==> src/rtl/multi_channel_synchronizer.sv <==
// Brings WIDTH asynchronous inputs into the CLK domain through a STAGES-deep
// flop chain, then an optional persistence filter and registered edge pulses.
module multi_channel_synchronizer #(
    parameter int               WIDTH  = 1,
    parameter int               STAGES = 3,
    parameter int               FILTER = 0,
    parameter logic [WIDTH-1:0] INIT   = {WIDTH{1'b0}}
) (
    input  logic             CLK,
    input  logic             RESET,
    input  logic [WIDTH-1:0] IN,
    output logic [WIDTH-1:0] OUT,
    output logic [WIDTH-1:0] RISE,
    output logic [WIDTH-1:0] FALL,
    output logic             CHANGED
);

    localparam int CW = (FILTER > 0) ? $clog2(FILTER + 1) : 1;
    localparam logic [CW-1:0] FILTER_MAX = CW'(FILTER);

    logic [WIDTH-1:0] sync_q [STAGES];
    logic [WIDTH-1:0] sync_lvl;
    logic [CW-1:0]    cnt_q    [WIDTH];
    logic [CW-1:0]    cnt_next [WIDTH];
    logic [WIDTH-1:0] out_q;
    logic [WIDTH-1:0] out_next;
    logic [WIDTH-1:0] rise_q;
    logic [WIDTH-1:0] fall_q;
    logic             changed_q;

    // sync_q[0] is the only flop allowed to go metastable; only sync_q[1] reads it.
    always_ff @(posedge CLK) begin
        if (RESET) begin
            for (int k = 0; k < STAGES; k++) begin
                sync_q[k] <= INIT;
            end
        end else begin
            sync_q[0] <= IN;
            for (int k = 1; k < STAGES; k++) begin
                sync_q[k] <= sync_q[k-1];
            end
        end
    end

    assign sync_lvl = sync_q[STAGES-1];

    // OUT follows SYNC only after FILTER+1 consecutive mismatching edges.
    always_comb begin
        out_next = out_q;
        cnt_next = '{default: '0};
        for (int i = 0; i < WIDTH; i++) begin
            if (sync_lvl[i] != out_q[i]) begin
                if (cnt_q[i] == FILTER_MAX) begin
                    out_next[i] = sync_lvl[i];
                end else begin
                    cnt_next[i] = cnt_q[i] + CW'(1);
                end
            end
        end
    end

    always_ff @(posedge CLK) begin
        if (RESET) begin
            out_q     <= INIT;
            rise_q    <= '0;
            fall_q    <= '0;
            changed_q <= 1'b0;
            cnt_q     <= '{default: '0};
        end else begin
            out_q     <= out_next;
            rise_q    <= out_next & ~out_q;
            fall_q    <= ~out_next & out_q;
            changed_q <= |(out_next ^ out_q);
            cnt_q     <= cnt_next;
        end
    end

    assign OUT     = out_q;
    assign RISE    = rise_q;
    assign FALL    = fall_q;
    assign CHANGED = changed_q;

endmodule

==> config.mk <==
export PLATFORM = sky130hd
export DESIGN_NAME = multi_channel_synchronizer
export DESIGN_NICKNAME = d
export VERILOG_FILES = /design/src/rtl/multi_channel_synchronizer.sv
export SDC_FILE = /design/constraint.sdc
export NUM_CORES = 1
export LEC_CHECK = 0
export BUFFER_PORTS_ARGS = -buffer_cell sky130_fd_sc_hd__buf_2
export CAP_MARGIN = 20
export CORE_AREA = 5 5 42 44
export CTS_CLUSTER_SIZE = 14
export DETAILED_ROUTE_END_ITERATION = 10
export DIE_AREA = 0 0 47 49
export PLACE_DENSITY = 0.41
export SETUP_SLACK_MARGIN = 0.05
export SLEW_MARGIN = 15
export SYNTH_ARGS = -nofsm -noshare
export SYNTH_HDL_FRONTEND = slang
export SYNTH_SLANG_ARGS = --single-unit
==> constraint.sdc <==
create_clock -name CLK -period 1.1 [get_ports CLK]
set_input_delay 0.055 -clock CLK [delete_from_list [all_inputs] [get_ports CLK]]
set_output_delay 0.055 -clock CLK [all_outputs]
set_load 0.01 [all_outputs]
Yosys cells after proc, flatten, opt, wreduce, memory -nomap -nowiden. Memories as Yosys holds them, arrays and structs flattened. Index checks and enable logic that the tools add are counted.

Add/sub/neg operators: 1. Equal/unequal tests: 1. Muxes and demuxes: 8. Bitwise logic cells: 10. Reductions and logical operators: 1.

Operators with widths (count): $mux W1 (8); $not A1 Y1 (4); $or A1 B1 Y1 (3); $reduce_or A3 Y1 (1); $and A1 B1 Y1 (2); $add A1 B1 Y1 const B (1); $ne A1 B1 Y1 (1); $xor A1 B1 Y1 (1).

Register bits after elaboration: 5. Bits in writable memories: 3. Logic and storage cells: 27. Memories kept: 1.

Memories: sync_q (depth 3, width 1, read ports 3, clocked after Yosys merged registers in 0, write ports 3, RTL line 21) `logic [WIDTH-1:0] sync_q [STAGES];`.

Depth between registers and ports, before layout. Gate-level depths: netlist of the first run.

Word-level depth: 4. Mapped depth: 4. Depth with buffers taken out: 4.

Least setup slack after synthesis of the first run. OpenSTA, ideal clock, no wires.

Kind: register to register. From: register cnt_q. To: register changed_q, in the netlist CHANGED. Setup time: 0.064 ns. Arrival time: 0.953 ns. Data required time: 1.036 ns. Setup slack: 0.083 ns. Stages on the path, launching flop included: 5. Path buffers: 0. Period minus slack after synthesis: 1.017 ns. Path through: dfxtp_1 > mux2i_2 > inv_1 > ha_1 > nor2_1.

Longest elaborated chain between the ends: 3.

Ends and longest elaborated chain: start, declared (RTL line 23) `logic [CW-1:0] cnt_q [WIDTH];`; start signal, assigned (RTL line 74) `cnt_q <= cnt_next;`; $mux W1 (RTL line 53) `if (cnt_q[i] == FILTER_MAX) begin`; $mux W1 (RTL line 52) `if (sync_lvl[i] != out_q[i]) begin`; via out_next (RTL line 26) `logic [WIDTH-1:0] out_next;`; $xor A1 B1 Y1 (RTL line 73) `changed_q <= |(out_next ^ out_q);`; end signal, assigned (RTL line 73); end, declared (RTL line 29) `logic changed_q;`.

The timed path passes the listed nets, and every way through them passes these cells. A chain may end at the register's enable or synchronous reset.

Final worst setup path of the first run. Same ends and word-level chain as after synthesis.

==> flow_metrics.env, run 1 <==
export IMPL_status="finished, final reports clean"
export IMPL_postLayoutCellArea_um2=333
export IMPL_cellLeakagePower_nw=0.164
export IMPL_row_count=14
export IMPL_gr_usage_all_layers=0.0445
export IMPL_syn_avg_cell_area_um2=11.9
export IMPL_clockPowerShare=0.393
export IMPL_rsz0062_at_grt="true"
export IMPL_crit_arrival_ns=1.15
export IMPL_port_buffers=6
export IMPL_synth_top_family_by_area="simple AND/OR/NAND/NOR gates"
export IMPL_synth_area_leader_cell="dfxtp_1"
export IMPL_crit_path_end="CHANGED"
export IMPL_p_seq_frac=0.569
export IMPL_vias=159
export IMPL_diodes=0
export IMPL_first_pass_iters=2
export IMPL_reg2reg_to="CHANGED"
export IMPL_drtIter0Drc=1
export IMPL_synth_cells=21
export IMPL_cts_buffer_depth=2
export IMPL_viasPerCell=3.38
export IMPL_crit_type="flip-flop to flip-flop"
export IMPL_worst_setup_path_end_kind="flip-flop"
export IMPL_seq_area_frac_synth=0.640
export IMPL_grtUsageMet1=0.0377
export IMPL_grt_most_used_layer="met3"
export IMPL_holdWs_ns=0.0304
export IMPL_cts_tree="done"
export IMPL_fin_cells=47
export IMPL_clk_latency_ns=0.24
export IMPL_synth_xor_area_share=0
export IMPL_post_route_util=0.238
export IMPL_drive_above_1_share=0.419
export IMPL_cts_num_sinks=8
export IMPL_clock_skew_ns=0.00313
export IMPL_synth_fp_nets=26
export IMPL_synth_compound_area_frac=0
export IMPL_synth_fa_ha_area_frac=0.100
export IMPL_switching_share=0.182
export IMPL_yosysTopAreaCellShare=0.640
export IMPL_layout_min_cycle_time_ns=1.01
export IMPL_gr_total_overflow=0
export IMPL_grt_util_met3=0.0701
export IMPL_hold_viol=0
export IMPL_grt_pass1_wl_um=614
export IMPL_placed_cells=44
export IMPL_area_growth_pct=33.0
export IMPL_routedWlPerCell_um=6.96
export IMPL_nFillCells=162
export IMPL_hp_class="primary input to flip-flop"
export IMPL_initial_core_util=0.179
export IMPL_wl_um=327
export IMPL_vdd_drop_max_mv=0.574
export IMPL_cts_htree_levels=1
export IMPL_synthSimpleGateAreaFrac=0.160
export IMPL_dpl_cell_area_um2=308
export IMPL_crit_required_ns=1.24
export IMPL_drc=0
export IMPL_power_frac_comb=0.038
export IMPL_cts_reportedPaths_clkPinSlew_ns=0.05
export IMPL_die_y_um=49
export IMPL_cap_violations=0
export IMPL_critPathLaunch="cnt_q"
export IMPL_grt_max_degree=8
export IMPL_period_share=0.918
export IMPL_setup_tns_ns=0
export IMPL_ioPinCount=7
export IMPL_gp_congestion=0.589
export IMPL_grt_pass1_vias=148
export IMPL_reg2reg_depth=4
export IMPL_yosysUniqueCellTypes=8
export IMPL_die_area_um2=2300
export IMPL_drtAntennaViolNets=0
export IMPL_finalMaxSlewViolations=0
export IMPL_nets=38
export IMPL_fmax_mhz=991
export IMPL_core_um2=1400
export IMPL_cts_root_buf="clkbuf_4"
export IMPL_r2r_slack_ns=0.09
export IMPL_post_cts_buffers=0
export IMPL_die_w_um=47
export IMPL_cts_buffers=3
export IMPL_p_per_area_nw_per_um2=1600
export IMPL_grt_use_met2=0.0475
export IMPL_synth_mux_area_frac=0.0550
export IMPL_r2r_start="cnt_q"
export IMPL_start_kind="flip-flop"
export IMPL_p_sw_w=0.0000969
export IMPL_antenna_found_initial=0
export IMPL_yosys_register_bits=8
export IMPL_synth_area_top_cells="dfxtp_1 64%, ha_1 10%, nor2b_1 10%, mux2i_2 5.5%, and2b_1 3.0%"
export IMPL_yosysWarnings=0
export IMPL_finalSetupViolations=0
export IMPL_syn_area_um2=250
export IMPL_p_int_w=0.000434
export IMPL_critPathMaxFanout=2
==> state kept, by name, summed over array words and instances, names as in the netlist <==
| signal | count |
|---|---|
| sync_q | 3 |
| OUT | 1 |
| RISE | 1 |
| FALL | 1 |
| CHANGED | 1 |
| cnt_q | 1 |
==> placed cells by master (no fill, tap or decap), drive strengths merged <==
cell type,n
and2b,1
buf,7
clkbuf,3
conb,1
dfxtp,8
ha,2
inv,2
mux2i,1
nor2,2
nor2b,4
==> synthesized netlist by cell type <==
cell,n
mux2i_2,1
nor2b_1,4
conb_1,1
dfxtp_1,8
and2b_1,1
inv_1,2
ha_1,2
nor2_1,2
==> area by class of cell <==
class                   instances  area (µm²)  share of cell area
clock buffers                   3        22.5              0.0677
inverters                       2        7.51              0.0226
multi-input cells              11        82.6               0.248
flip-flops and latches          8         163               0.489
well taps                      16        20.0              0.0602
repair buffers                  7        37.5               0.113
==> through the flow <==
step	setup WS, ns	total power, W
2_1_floorplan	0.0833	0.000317
3_3_place_gp	0.0732	0.000327
3_5_place_dp	0.0733	0.000328
4_1_cts	0.0632	0.000544
5_1_grt	-0.0217	0.000578
6_report	0.0905	0.000531
==> repair_timing <==
| item | 4_1_cts | 5_1_grt |
|---|---|---|
| gates resized for setup | 0 | 2 |
| setup endpoints to repair | 0 | 3 |
| hold buffers | 0 | 0 |
==> how the worst min path moves through the flow <==
stage / endpoint / startpoint / slack, ns / cells past startpoint
global route: sync_q[0][0] / IN / 0.02 / 2
CTS: sync_q[0][0] / IN / 0.02 / 2
finish: sync_q[0][0] / IN / 0.03 / 2
detailed placement: sync_q[0][0] / IN / 0.28 / 2
floorplan: CHANGED / RESET / 0.12 / 1
global placement: sync_q[0][0] / IN / 0.27 / 2
==> layer usage <==
metal / vias to the layer above / routed length [µm]
met5: - / 0
met4: 0 / 0
met3: 0 / 60
met2: 8 / 137
met1: 69 / 129
li1: 82 / -
==> cells by family (layout without fill, tap and decap cells) <==
| group | count (synthesis) | in the layout |
|---|---|---|
| adder cells (fa/ha/maj) | 2 | 2 |
| buffers and inverters | 2 | 12 |
| flip-flops | 8 | 8 |
| multiplexers | 1 | 1 |
| other | 1 | 1 |
| AND/OR/NAND/NOR | 7 | 7 |
==> power by group through the flow <==
stage          Sequential (W)  Combinational, W  Clock (W)
3_3_place_gp         0.000308         0.0000198          0
2_1_floorplan        0.000309        0.00000832          0
3_5_place_dp         0.000308         0.0000203          0
5_1_grt              0.000303         0.0000238   0.000252
6_report             0.000302         0.0000200   0.000209
4_1_cts              0.000302         0.0000204   0.000222
==> worst max-delay path, cell delays in order, from the launching register on <==
cell	delay, ns
dfxtp_2	0.32
mux2i_2	0.22
inv_1	0.06
ha_1	0.27
nor2_1	0.03
Note: power is estimated with default switching activity, not from simulation.
==> run 2, diff against run 1 <==
--- a/config.mk
+++ b/config.mk
@@ -5,7 +5,7 @@
 export SDC_FILE = /design/constraint.sdc
 export NUM_CORES = 1
 export LEC_CHECK = 0
-export BUFFER_PORTS_ARGS = -buffer_cell sky130_fd_sc_hd__buf_2
+export BUFFER_PORTS_ARGS = -buffer_cell sky130_fd_sc_hd__buf_4
 export CAP_MARGIN = 20
 export CORE_AREA = 5 5 42 44
 export CTS_CLUSTER_SIZE = 14
==> flow_metrics.env, run 2 (synthesized netlist as in run 1, its figures left out) <==
export IMPL_row_count=14
export IMPL_cts_num_sinks=8
export IMPL_fin_cells=47
export IMPL_nets=38
export IMPL_crit_required_ns=1.24
export IMPL_ioPinCount=7
export IMPL_cts_tree="done"
export IMPL_start_kind="flip-flop"
export IMPL_cellLeakagePower_nw=0.164
export IMPL_largest_reg_flops=3
export IMPL_p_seq_frac=0.560
export IMPL_core_um2=1400
export IMPL_grt_max_degree=8
export IMPL_die_w_um=47
export IMPL_registers_top_by_ff_count="sync_q"
export IMPL_antenna_found_initial=0
export IMPL_drtAntennaViolNets=0
export IMPL_viasPerCell=3.34
export IMPL_die_area_um2=2300
export IMPL_period_share=0.921
export IMPL_fmax_mhz=987
export IMPL_cts_htree_levels=1
export IMPL_cts_buffer_depth=2
export IMPL_gr_total_overflow=0
export IMPL_clock_skew_ns=0.00153
export IMPL_clk_latency_ns=0.25
export IMPL_p_int_w=0.000437
export IMPL_status="finished, final reports clean"
export IMPL_cts_reportedPaths_clkPinSlew_ns=0.05
export IMPL_placed_cells=43
export IMPL_critPathMaxFanout=4
export IMPL_dpl_worst_slack_ns=0.0335
export IMPL_finalMaxSlewViolations=0
export IMPL_rsz0062_at_grt="true"
export IMPL_vias=157
export IMPL_gp_congestion=0.594
export IMPL_cts_root_buf="clkbuf_4"
export IMPL_cts_buffers=3
export IMPL_crit_type="flip-flop to flip-flop"
export IMPL_hp_class="primary input to flip-flop"
export IMPL_drc=0
export IMPL_p_sw_w=0.000103
export IMPL_layout_setup_ws_ns=0.0867
export IMPL_port_buffers=6
export IMPL_switching_share=0.190
export IMPL_crit_arrival_ns=1.16
export IMPL_final_cell_mix="7 x dfxtp_1, 7 x buf_4, 4 x nor2b_1"
export IMPL_cap_violations=0
export IMPL_first_pass_iters=3
export IMPL_worst_setup_path_end_kind="flip-flop"
export IMPL_post_route_util=0.247
export IMPL_nFillCells=162
export IMPL_setup_tns_ns=0
export IMPL_initial_core_util=0.179
export IMPL_die_y_um=49
export IMPL_routedWlPerCell_um=7.21
export IMPL_drtIter0Drc=2
export IMPL_finalSetupViolations=0
export IMPL_wl_um=339
export IMPL_grt_pass1_vias=151
export IMPL_vdd_drop_max_mv=0.625
export IMPL_area_growth_pct=38.5
export IMPL_drive_above_1_share=0.387
export IMPL_grt_pass1_wl_um=565
export IMPL_clockPowerShare=0.398
export IMPL_power_frac_comb=0.042
export IMPL_p_per_area_nw_per_um2=1560
export IMPL_gr_usage_all_layers=0.0402
export IMPL_diodes=0
export IMPL_layout_min_cycle_time_ns=1.01
export IMPL_hold_viol=0
==> run 2: cell counts in the layout (fill, tap and decap cells not counted) <==
Identical to the previous run, type by type.
==> run 2: worst max-delay path, cell delays in order (launching register included) <==
cell	delay (ns)
dfxtp_1	0.38
mux2i_2	0.10
buf_4	0.14
ha_1	0.16
and2b_1	0.14
==> run 2: metrics by stage <==
step	hold slack, ns	instance area, µm²	power [W]
after detailed placement	0.276	315	0.000330
final	0.0176	347	0.000540
after global placement	0.271	315	0.000330
after floorplan	0.122	250	0.000317
after CTS	0.00669	345	0.000558
after global routing	0.000457	347	0.000580
==> run 2: final cells by class <==
cell class | instances | area [µm²] | area share
clock buffers | 3 | 22.5 | 0.0650
inverters | 2 | 7.51 | 0.0217
multi-input cells | 11 | 82.6 | 0.238
flip-flops and latches | 8 | 161 | 0.466
well taps | 16 | 20.0 | 0.0578
repair buffers | 7 | 52.6 | 0.152
==> run 2: path summary, 6_finish.rpt <==
| check | from | end | slack [ns] | cells after the start |
|---|---|---|---|---|
| max | OUT | FALL | 0.09 | 4 |
| min | RESET | CHANGED | 0.02 | 2 |
| max reg2reg | OUT | FALL | 0.09 | 4 |
| min reg2reg | sync_q[0][0] | sync_q[0][1] | 0.44 | 1 |
==> run 2: what timing repair did <==
item,in CTS,in global routing
resized for setup,0,1
cloned,0,0
buffers inserted,1,0
pin swaps,0,1
setup endpoints to repair,1,3
hold buffers,0,0
==> run 2: layer usage <==
layer	global-route usage	wire, µm	vias to the layer above	share of wire
li1	-	-	82	-
met1	0.0288	118	67	0.35
met2	0.0520	154	8	0.45
met3	0.0554	67	0	0.20
met4	0.0276	0	0	0
met5	0	0	-	0
==> run 2: power groups by stage <==
stage	registers (W)	logic [W]	clock network [W]
after floorplan	0.000309	0.00000832	0
after global placement	0.000308	0.0000219	0
after detailed placement	0.000308	0.0000222	0
after global routing	0.000303	0.0000251	0.000251
after CTS	0.000302	0.0000233	0.000232
final	0.000303	0.0000227	0.000215
